**src/rtl/ifetch_stage.sv**
```systemverilog
// rtl/ifetch_stage.sv - instruction fetch stage: sequential imem fetch, prefetch FIFO, branch redirect
//
// Ports:
//   clk, rst                  pipeline clock, asynchronous active-high reset
//   imem_req, imem_addr       fetch request toward instruction memory (one outstanding)
//   imem_rvalid, imem_rdata   response for the pending request
//   redirect_valid/_pc        taken branch/jump: flush buffered instructions, refetch from target
//   if_valid, if_instr, if_pc FIFO head toward decode
//   id_ready                  decode accepts the head this cycle
module ifetch_stage #(
    parameter int                ADDR_W   = 32,
    parameter int                DATA_W   = 32,
    parameter int                DEPTH    = 4,
    parameter logic [ADDR_W-1:0] RESET_PC = '0
) (
    input  logic              clk,
    input  logic              rst,
    output logic              imem_req,
    output logic [ADDR_W-1:0] imem_addr,
    input  logic              imem_rvalid,
    input  logic [DATA_W-1:0] imem_rdata,
    input  logic              redirect_valid,
    input  logic [ADDR_W-1:0] redirect_pc,
    output logic              if_valid,
    output logic [DATA_W-1:0] if_instr,
    output logic [ADDR_W-1:0] if_pc,
    input  logic              id_ready
);

    localparam int PTR_W = $clog2(DEPTH);

    typedef enum logic [1:0] {
        ISSUE,
        WAIT,
        DISCARD
    } state_t;

    state_t            state, state_n;
    logic [ADDR_W-1:0] fetch_pc, fetch_pc_n;
    logic [ADDR_W-1:0] imem_addr_n;
    logic              imem_req_n;

    logic [ADDR_W-1:0] pc_mem    [DEPTH];
    logic [DATA_W-1:0] instr_mem [DEPTH];
    logic [PTR_W-1:0]  wptr, rptr;
    logic [PTR_W:0]    count, occ_next;

    logic              rsp, push, pop, room;
    logic [ADDR_W-1:0] target, seq_pc;

    assign rsp      = imem_req && imem_rvalid;
    assign push     = rsp && (state == WAIT) && !redirect_valid;
    // A redirect flushes everything, so a simultaneous pop needs no bookkeeping.
    assign pop      = if_valid && id_ready && !redirect_valid;
    assign occ_next = count + {{PTR_W{1'b0}}, push} - {{PTR_W{1'b0}}, pop};
    // occ_next never exceeds DEPTH (a power of two), so its MSB alone marks "full".
    assign room     = !occ_next[PTR_W];
    assign target   = {redirect_pc[ADDR_W-1:2], 2'b00};
    assign seq_pc   = fetch_pc + ADDR_W'(4);

    assign if_valid = (count != '0);
    assign if_instr = instr_mem[rptr];
    assign if_pc    = pc_mem[rptr];

    always_ff @(posedge clk or posedge rst) begin
        if (rst) begin
            wptr  <= '0;
            rptr  <= '0;
            count <= '0;
            for (int i = 0; i < DEPTH; i++) begin
                pc_mem[i]    <= '0;
                instr_mem[i] <= '0;
            end
        end else if (redirect_valid) begin
            wptr  <= '0;
            rptr  <= '0;
            count <= '0;
        end else begin
            if (push) begin
                pc_mem[wptr]    <= fetch_pc;
                instr_mem[wptr] <= imem_rdata;
                wptr            <= wptr + PTR_W'(1);
            end
            if (pop) begin
                rptr <= rptr + PTR_W'(1);
            end
            count <= occ_next;
        end
    end

    always_ff @(posedge clk or posedge rst) begin
        if (rst) begin
            state     <= ISSUE;
            imem_req  <= 1'b0;
            imem_addr <= RESET_PC;
            fetch_pc  <= RESET_PC;
        end else begin
            state     <= state_n;
            imem_req  <= imem_req_n;
            imem_addr <= imem_addr_n;
            fetch_pc  <= fetch_pc_n;
        end
    end

    always_comb begin
        state_n     = state;
        imem_req_n  = imem_req;
        imem_addr_n = imem_addr;
        fetch_pc_n  = fetch_pc;
        if (redirect_valid) begin
            fetch_pc_n = target;
            if (state == ISSUE || rsp) begin
                // Nothing outstanding after this edge: go straight to the target.
                imem_req_n  = 1'b1;
                imem_addr_n = target;
                state_n     = WAIT;
            end else begin
                // Old request still in flight; keep it stable and drop its data later.
                state_n = DISCARD;
            end
        end else begin
            case (state)
                ISSUE: begin
                    if (room) begin
                        imem_req_n  = 1'b1;
                        imem_addr_n = fetch_pc;
                        state_n     = WAIT;
                    end else begin
                        imem_req_n = 1'b0;
                    end
                end
                WAIT: begin
                    if (rsp) begin
                        fetch_pc_n = seq_pc;
                        if (room) begin
                            imem_addr_n = seq_pc;
                        end else begin
                            imem_req_n = 1'b0;
                            state_n    = ISSUE;
                        end
                    end
                end
                DISCARD: begin
                    if (rsp) begin
                        imem_addr_n = fetch_pc;
                        state_n     = WAIT;
                    end
                end
                default: begin
                    state_n = ISSUE;
                end
            endcase
        end
    end

endmodule

```
**config.mk**
```make
export PLATFORM = sky130hd
export DESIGN_NAME = ifetch_stage
export DESIGN_NICKNAME = d
export VERILOG_FILES = /design/src/rtl/ifetch_stage.sv
export SDC_FILE = /design/constraint.sdc
export NUM_CORES = 1
export LEC_CHECK = 0
export ABC_CLOCK_PERIOD_IN_PS = 15150
export CORE_ASPECT_RATIO = 0.5
export CORE_UTILIZATION = 57
export CTS_CLUSTER_SIZE = 10
export DETAILED_ROUTE_END_ITERATION = 10
export GPL_TIMING_DRIVEN = 1
export PLACE_DENSITY_LB_ADDON = 0.12
export SYNTH_ARGS = -nofsm -noshare
export SYNTH_HDL_FRONTEND = slang
export SYNTH_SLANG_ARGS = --single-unit
```
**constraint.sdc**
```tcl
create_clock -name clk -period 15.15 [get_ports clk]
set_input_delay 3.7875 -clock clk [delete_from_list [all_inputs] [get_ports clk]]
set_output_delay 3.7875 -clock clk [all_outputs]
set_load 0.05 [all_outputs]
```
==> results.md, run 1 <==
- Synth area leaders: dfrtp_1 53%, mux2_2 19%, mux4_2 9.3%
- Post-synth EDFFs: 0
- Vias in the first global route: 10.1k
- Global-route wire length before repair: 55,600 µm
- Max Fclk: 126 MHz
- Root Buffer: clkbuf_16
- Clock skew: 15.4 ps
- Tightest Pin Transition: 1190 ps
- Crit-path slowest cell: and3_1
- WL final: 35,000 µm
- Mux cell area share after synthesis: 28.7%
- Sequential area share after synthesis: 52.9%
- Max Transition Viols Final: 0
- Power Total: 0.00384 W
- Most frequently used flop master after synthesis: dfrtp_1
- Largest family of logic cells by synthesized area: multiplexers
- RSZ-0062 raised after global routing: no
- Outcome: completed
- Initial core utilization: 58.9%
- Hold buffer count at cts: 0
- FFs w/ async S/R, synth: 100%
- CP dominant cell by count: inv_1
- Port bufs: 162
- Worst-case clock buffer depth: 3
- Setup_tns: 0 ps
- Period utilisation layout: 52.3%
- I/O pin cnt: 167
- Number of hold violations in the final report: 0
- Rows: 41
- CTS tree: yes
- XOR/XNOR Fraction of Synth Area: 2.36%
- Yosys warnings: 0
- Worst setup margin: 7230 ps
- Cell Area, Synth: 15,100 µm²
- HP Class: flop to flop
- Die ar.: 27,200 µm²
- Initial antenna violation count: 0
- Vias per cell: 6.14
- Max FO, Critical Path: 25
- Die W: 232 µm
- Worst stage delay on the critical path: 970 ps
- Core area: 25,600 µm²
- Post-synth top area share: 52.9%
- CTS H-tree depth: 2
- CP endpoint kind: flop
- Drt first pass iters: 5
- CP Buf/Inv Count: 4
- Resize count post-CTS: 0
- Fraction of layout cells with a size suffix above 1: 31.2%
- CTS clk-pin slew, worst paths: 60 ps
- Critical path type: input port to flop
- WL per Instance: 22.0 µm
- CP Cell Sequence: clkdlybuf4s50_1 -> nand2_1 -> nor3_2 -> inv_1 -> ha_1 -> inv_1 -> ha_1 -> inv_1 -> fa_1 -> xnor3_1 -> or3_1 -> and3_1 -> o21ai_0 -> o31ai_1
- Number of antenna-violating nets in the routed design: 0
- Dpl hpwl: 22,300 µm
- Drt drc: 0
- Area growth, synth to finish: 18.2%
- Top Family by Delay on Critical Path: simple AND/OR/NAND/NOR gates
- Grt total ovfl: 0
- DRT iter0 DRCs: 682
- Tmin final: 7920 ps
- Yosys reg bits: 319
- Cts bufs inserted: 37
- Synth Area in Compound Gates: 4.56%
- Leakage: 7.78 nW
- Vias: 9,765
- Critical Path AT: 8340 ps
- CP required: 15,570 ps
- Clk sinks: 319
- Avg Synthesized Cell Area: 13.5 µm²
- # diodes: 0
- Synth Area in Adders: 0.713%
- MaxCap Viol Count: 0
- Setup bufs post-CTS: 0
- Final setup viols: 0
- Worst skew pair latency: 510 ps
- Worst setup SP type: input port
- Fin nets: 1,319
- Die Ht: 117 µm
- Cell count after synthesis: 1,120
- Global placer's final weighted congestion: 0.877
- Leading area contributor after synthesis: dfrtp_1
- Tot GR Track Use: 26.5%
- Largest net degree at the start of global routing: 110
- VDD IR max: 0.000114 V
- Yosys cell types: 64
- Pre-CTS WS: 6710 ps
- Rel. slew slack: 20.9%
- Simple-gate portion of the synthesized area: 7.60%
- PwrDens: 215 nW/µm²
-- where the power goes --
group | internal [W] | switching (W) | total (W)
Sequential | 0.00113 | 0.000193 | 0.00132
Clock | 0.000454 | 0.000321 | 0.000775
Combinational | 0.000734 | 0.00101 | 0.00174
-- final timing paths --
path,start,endpoint,cells past startpoint,slack [ps]
setup / recovery,imem_rvalid,imem_addr[16]$_DFFE_PP0P_,14,7230
hold / removal,pc_mem[50]$_DFFE_PP0P_,pc_mem[50]$_DFFE_PP0P_,2,480
setup reg to reg,state[1]$_DFFE_PP0P_,imem_addr[16]$_DFFE_PP0P_,13,10520
hold reg to reg,pc_mem[50]$_DFFE_PP0P_,pc_mem[50]$_DFFE_PP0P_,2,480
max in group asynchronous,rst,imem_addr[7]$_DFFE_PP0P_,4,8970
min in group asynchronous,rst,instr_mem[8]$_DFFE_PP0P_,2,3780
-- worst reg2reg max path: stages (launching register included) --
cell and delay, ps:
dfrtp_1 490, nand2b_1 230, nor3_2 630, inv_1 330, ha_1 350, inv_1 50, ha_1 130, inv_1 50
fa_1 370, xnor3_1 260, or3_1 180, and3_1 970, o21ai_0 240, o31ai_1 270
-- registers in the layout (all words and copies together) (netlist names) --
signal	count
state	2
wptr	2
rptr	2
imem_req	1
fetch_pc	30
imem_addr	31
count	3
instr_mem	128
pc_mem	120
-- synth_stat cells, drive strengths merged (11+ instances only) --
cell	number
a21oi	22
buf	24
clkbuf	70
dfrtp	319
inv	11
mux2	253
mux4	62
nand2	60
nand3	25
nand4	20
nor2	38
nor4	11
o21ai	40
xnor2	14
xor2	24
-- through the flow --
stage          instances  hold slack, ps  instance area, µm²  util, %
2_1_floorplan       1121             445               15100        -
3_3_place_gp        1547             457               16800     65.7
3_5_place_dp        1547             470               16800     65.7
4_1_cts             1590             482               17800     69.6
5_1_grt             1590             509               17800     69.6
6_report            1590             482               17800     69.6
-- cell usage in the layout (no fill, tap or decap), types with 3 or more instances in the layout --
| cell type | instances |
|---|---|
| nand2b_1 | 6 |
| clkbuf_16 | 39 |
| a21oi_1 | 22 |
| or3_1 | 7 |
| nand2_2 | 4 |
| a31oi_1 | 5 |
| nand2_1 | 56 |
| nor3_1 | 7 |
| nor3b_1 | 4 |
| and2_1 | 4 |
| nand3_1 | 25 |
| o31ai_1 | 7 |
| nand4_1 | 17 |
| nor4_1 | 11 |
| o221ai_1 | 3 |
| mux2_2 | 253 |
| a211oi_1 | 4 |
| nor2b_1 | 5 |
| nand4b_1 | 3 |
| ha_1 | 7 |
| mux4_2 | 62 |
| inv_1 | 10 |
| clkbuf_1 | 3 |
| mux2i_1 | 8 |
| or4_1 | 3 |
| and3_1 | 8 |
| xor2_1 | 24 |
| buf_4 | 14 |
| o21ai_0 | 40 |
| nor2_1 | 38 |
| o311ai_0 | 3 |
| a21boi_0 | 6 |
| dfrtp_1 | 317 |
| xnor2_1 | 14 |
| and4_1 | 4 |
| clkdlybuf4s50_1 | 161 |
-- cell families after synthesis --
group | count (synthesis)
and+or+nand+nor | 216
muxes | 323
xor gates and xnor gates | 39
DFF | 319
buffers and inverters | 105
other | 1
adders and majority gates | 8
AOI/OAI and AO/OA | 109
-- routing by layer --
layer | global-route usage [%] | routed length [µm]
met1 | 37.7 | 15800
met3 | 4.55 | 1810
met4 | 6.58 | 701
met2 | 43.1 | 16800
met5 | 0 | 0
-- cell type report --
cell class	count	area, µm²
tap	344	430
clock buffer	42	987
sequential	319	7990
timing repair buffer	176	1720
inverter	11	48.8
fill	1803	7770
clock inverter	1	8.76
multi-input combinational	697	6640
Power figures use the tool's default switching activity.
==> run 2: changes to the inputs <==
--- a/config.mk
+++ b/config.mk
@@ -5,7 +5,7 @@
 export SDC_FILE = /design/constraint.sdc
 export NUM_CORES = 1
 export LEC_CHECK = 0
-export ABC_CLOCK_PERIOD_IN_PS = 15150
+export ABC_CLOCK_PERIOD_IN_PS = 8000
 export CORE_ASPECT_RATIO = 0.5
 export CORE_UTILIZATION = 57
 export CTS_CLUSTER_SIZE = 10
==> constraint.sdc (replaced) <==
create_clock -name clk -period 8 [get_ports clk]
set_input_delay 2 -clock clk [delete_from_list [all_inputs] [get_ports clk]]
set_output_delay 2 -clock clk [all_outputs]
set_load 0.05 [all_outputs]
==> run 2 against run 1 <==
Core utilization shrank 0.093 points. Global-route usage is 0.074 points higher. Critical path depth is 1 higher. Final cell count decreased by 0.13%. Register-to-register slack got worse by 6900 ps. Routed wire length decreased by 0.76%. Power rose by 88%. Sequential share of layout area increased by 0.060 points. Cell area fell by 0.13%. Hold slack lost 1.5 ps. Combinational power rose by 88%.
==> results.md, run 2 (synthesis gave the netlist of run 1 again) <==
- Outcome: completed
- Die W: 232 µm
- Register name with the most flops: instr_mem
- Vias per cell: 6.13
- Rel. slew slack: 21.8%
- Worst setup SP type: input port
- Initial antenna violation count: 0
- Critical path type: input port to flop
- DRT iter0 DRCs: 659
- Root Buffer: clkbuf_16
- Most used routing layer in global routing: met2
- Setup bufs post-CTS: 0
- Cts bufs inserted: 37
- CTS H-tree depth: 2
- Final setup viols: 0
- Number of antenna-violating nets in the routed design: 0
- Final instance area: 17,800 µm²
- Vias: 9,736
- Largest net degree at the start of global routing: 184
- M2 GR Usage: 43.3%
- Period utilisation layout: 70.5%
- Commonest non-fill, non-tap cell in the layout: dfrtp_1
- CTS tree: yes
- Max Transition Viols Final: 0
- Leakage: 7.76 nW
- HP Class: flop to flop
- Worst skew pair latency: 530 ps
- Vias in the first global route: 10.1k
- VDD IR max: 0.000254 V
- Tot GR Track Use: 26.6%
- Number of hold violations in the final report: 0
- M1 GR Usage: 37.1%
- CP required: 8430 ps
- Fin nets: 1,319
- Grt total ovfl: 0
- # diodes: 0
- Clk sinks: 319
- RSZ-0062 raised after global routing: no
- Drt first pass iters: 5
- Die Ht: 117 µm
- Resize count post-CTS: 0
- Max Fclk: 177 MHz
- Max reg flops: 128
- Fraction of layout cells with a size suffix above 1: 31.2%
- PwrDens: 406 nW/µm²
- Top flop regs: instr_mem (128), pc_mem (120), imem_addr (31)
- Placed Instance Area: 16,900 µm²
- Core area: 25,600 µm²
- CTS clk-pin slew, worst paths: 60 ps
- Initial core utilization: 58.9%
- Setup_tns: 0 ps
- Area growth, synth to finish: 18.0%
- Tmin final: 5640 ps
- Die ar.: 27,200 µm²
- I/O pin cnt: 167
- Port bufs: 162
- Clock skew: 11.6 ps
- Critical Path AT: 6060 ps
- Worst-case clock buffer depth: 3
- Max FO, Critical Path: 25
- Commonest cells after routing, fill and taps aside: 317 x dfrtp_1, 253 x mux2_2, 161 x clkdlybuf4s50_1
- MaxCap Viol Count: 0
- Dpl hpwl: 21,700 µm
- Drt drc: 0
- Global placer's final weighted congestion: 0.868
- GR Util met3: 4.80%
- CP endpoint kind: flop
- WL per Instance: 21.9 µm
- Hold buffer count at cts: 0
- Rows: 41
- Tightest Pin Transition: 1170 ps
- WL final: 34,800 µm
- Global-route wire length before repair: 55,300 µm
run 2: changes by cell type in the layout (fill, tap and decap cells not counted):
| cell | before | now |
|---|---|---|
| clkinvlp_4 | 0 | 1 |
| clkbuf_1 | 3 | 2 |
| inv_6 | 1 | 2 |
| buf_12 | 0 | 2 |
| buf_4 | 14 | 12 |
| inv_8 | 1 | 0 |
| clkbuf_16 | 39 | 37 |
run 2: metal layers:
metal / part of all wire, % / up-vias
met5: 0 / -
met4: 2.1 / 0
met3: 5.0 / 70
met2: 48 / 285
met1: 45 / 5037
li1: - / 4344
run 2: final timing paths:
| path | startpoint | to | slack [ps] | cells after the start |
|---|---|---|---|---|
| min | pc_mem[114]$_DFFE_PP0P_ | pc_mem[114]$_DFFE_PP0P_ | 480 | 2 |
| max | imem_rvalid | imem_addr[16]$_DFFE_PP0P_ | 2360 | 15 |
| max reg2reg | state[1]$_DFFE_PP0P_ | imem_addr[16]$_DFFE_PP0P_ | 3640 | 15 |
| min in group asynchronous | rst | instr_mem[10]$_DFFE_PP0P_ | 1930 | 2 |
| max in group asynchronous | rst | rptr[0]$_DFFE_PP0P_ | 4600 | 3 |
| min reg2reg | pc_mem[114]$_DFFE_PP0P_ | pc_mem[114]$_DFFE_PP0P_ | 480 | 2 |
run 2: report_power, final:
| group | leakage, nW | total [W] | internal [W] | switching (W) |
|---|---|---|---|---|
| clock | 0.467 | 0.00143 | 0.000820 | 0.000611 |
| combinational | 3.19 | 0.00327 | 0.00139 | 0.00187 |
| sequential | 4.10 | 0.00254 | 0.00214 | 0.000397 |
run 2: layout make-up:
class / instances / area [µm²]
clock buffers: 39 / 933
flip-flops and latches: 319 / 7990
fillers: 1785 / 7800
repair buffers: 176 / 1750
multi-input cells: 697 / 6640
clock inverters: 2 / 17.5
well taps: 344 / 430
inverters: 11 / 45.0
run 2: worst max-delay path: stages:
cell             delay, ps
clkdlybuf4s50_1        550
nand2_1                190
nor3_2                 140
buf_4                  210
inv_1                  150
ha_1                   310
inv_1                   60
ha_1                   130
inv_1                   50
fa_1                   370
xnor3_1                260
or3_1                  170
and3_1                 960
o21ai_0                240
o31ai_1                280
run 2: stage by stage:
step,hold WS (ps),worst slack (ps),cells,total power [W],util [%]
2_1_floorplan,445,1750,1121,0.00485,-
3_3_place_gp,457,1970,1547,0.00575,65.8
4_1_cts,484,2400,1588,0.00730,69.5
5_1_grt,507,2090,1588,0.00758,69.5
6_report,480,2360,1588,0.00724,69.5
3_5_place_dp,470,1900,1547,0.00584,65.8
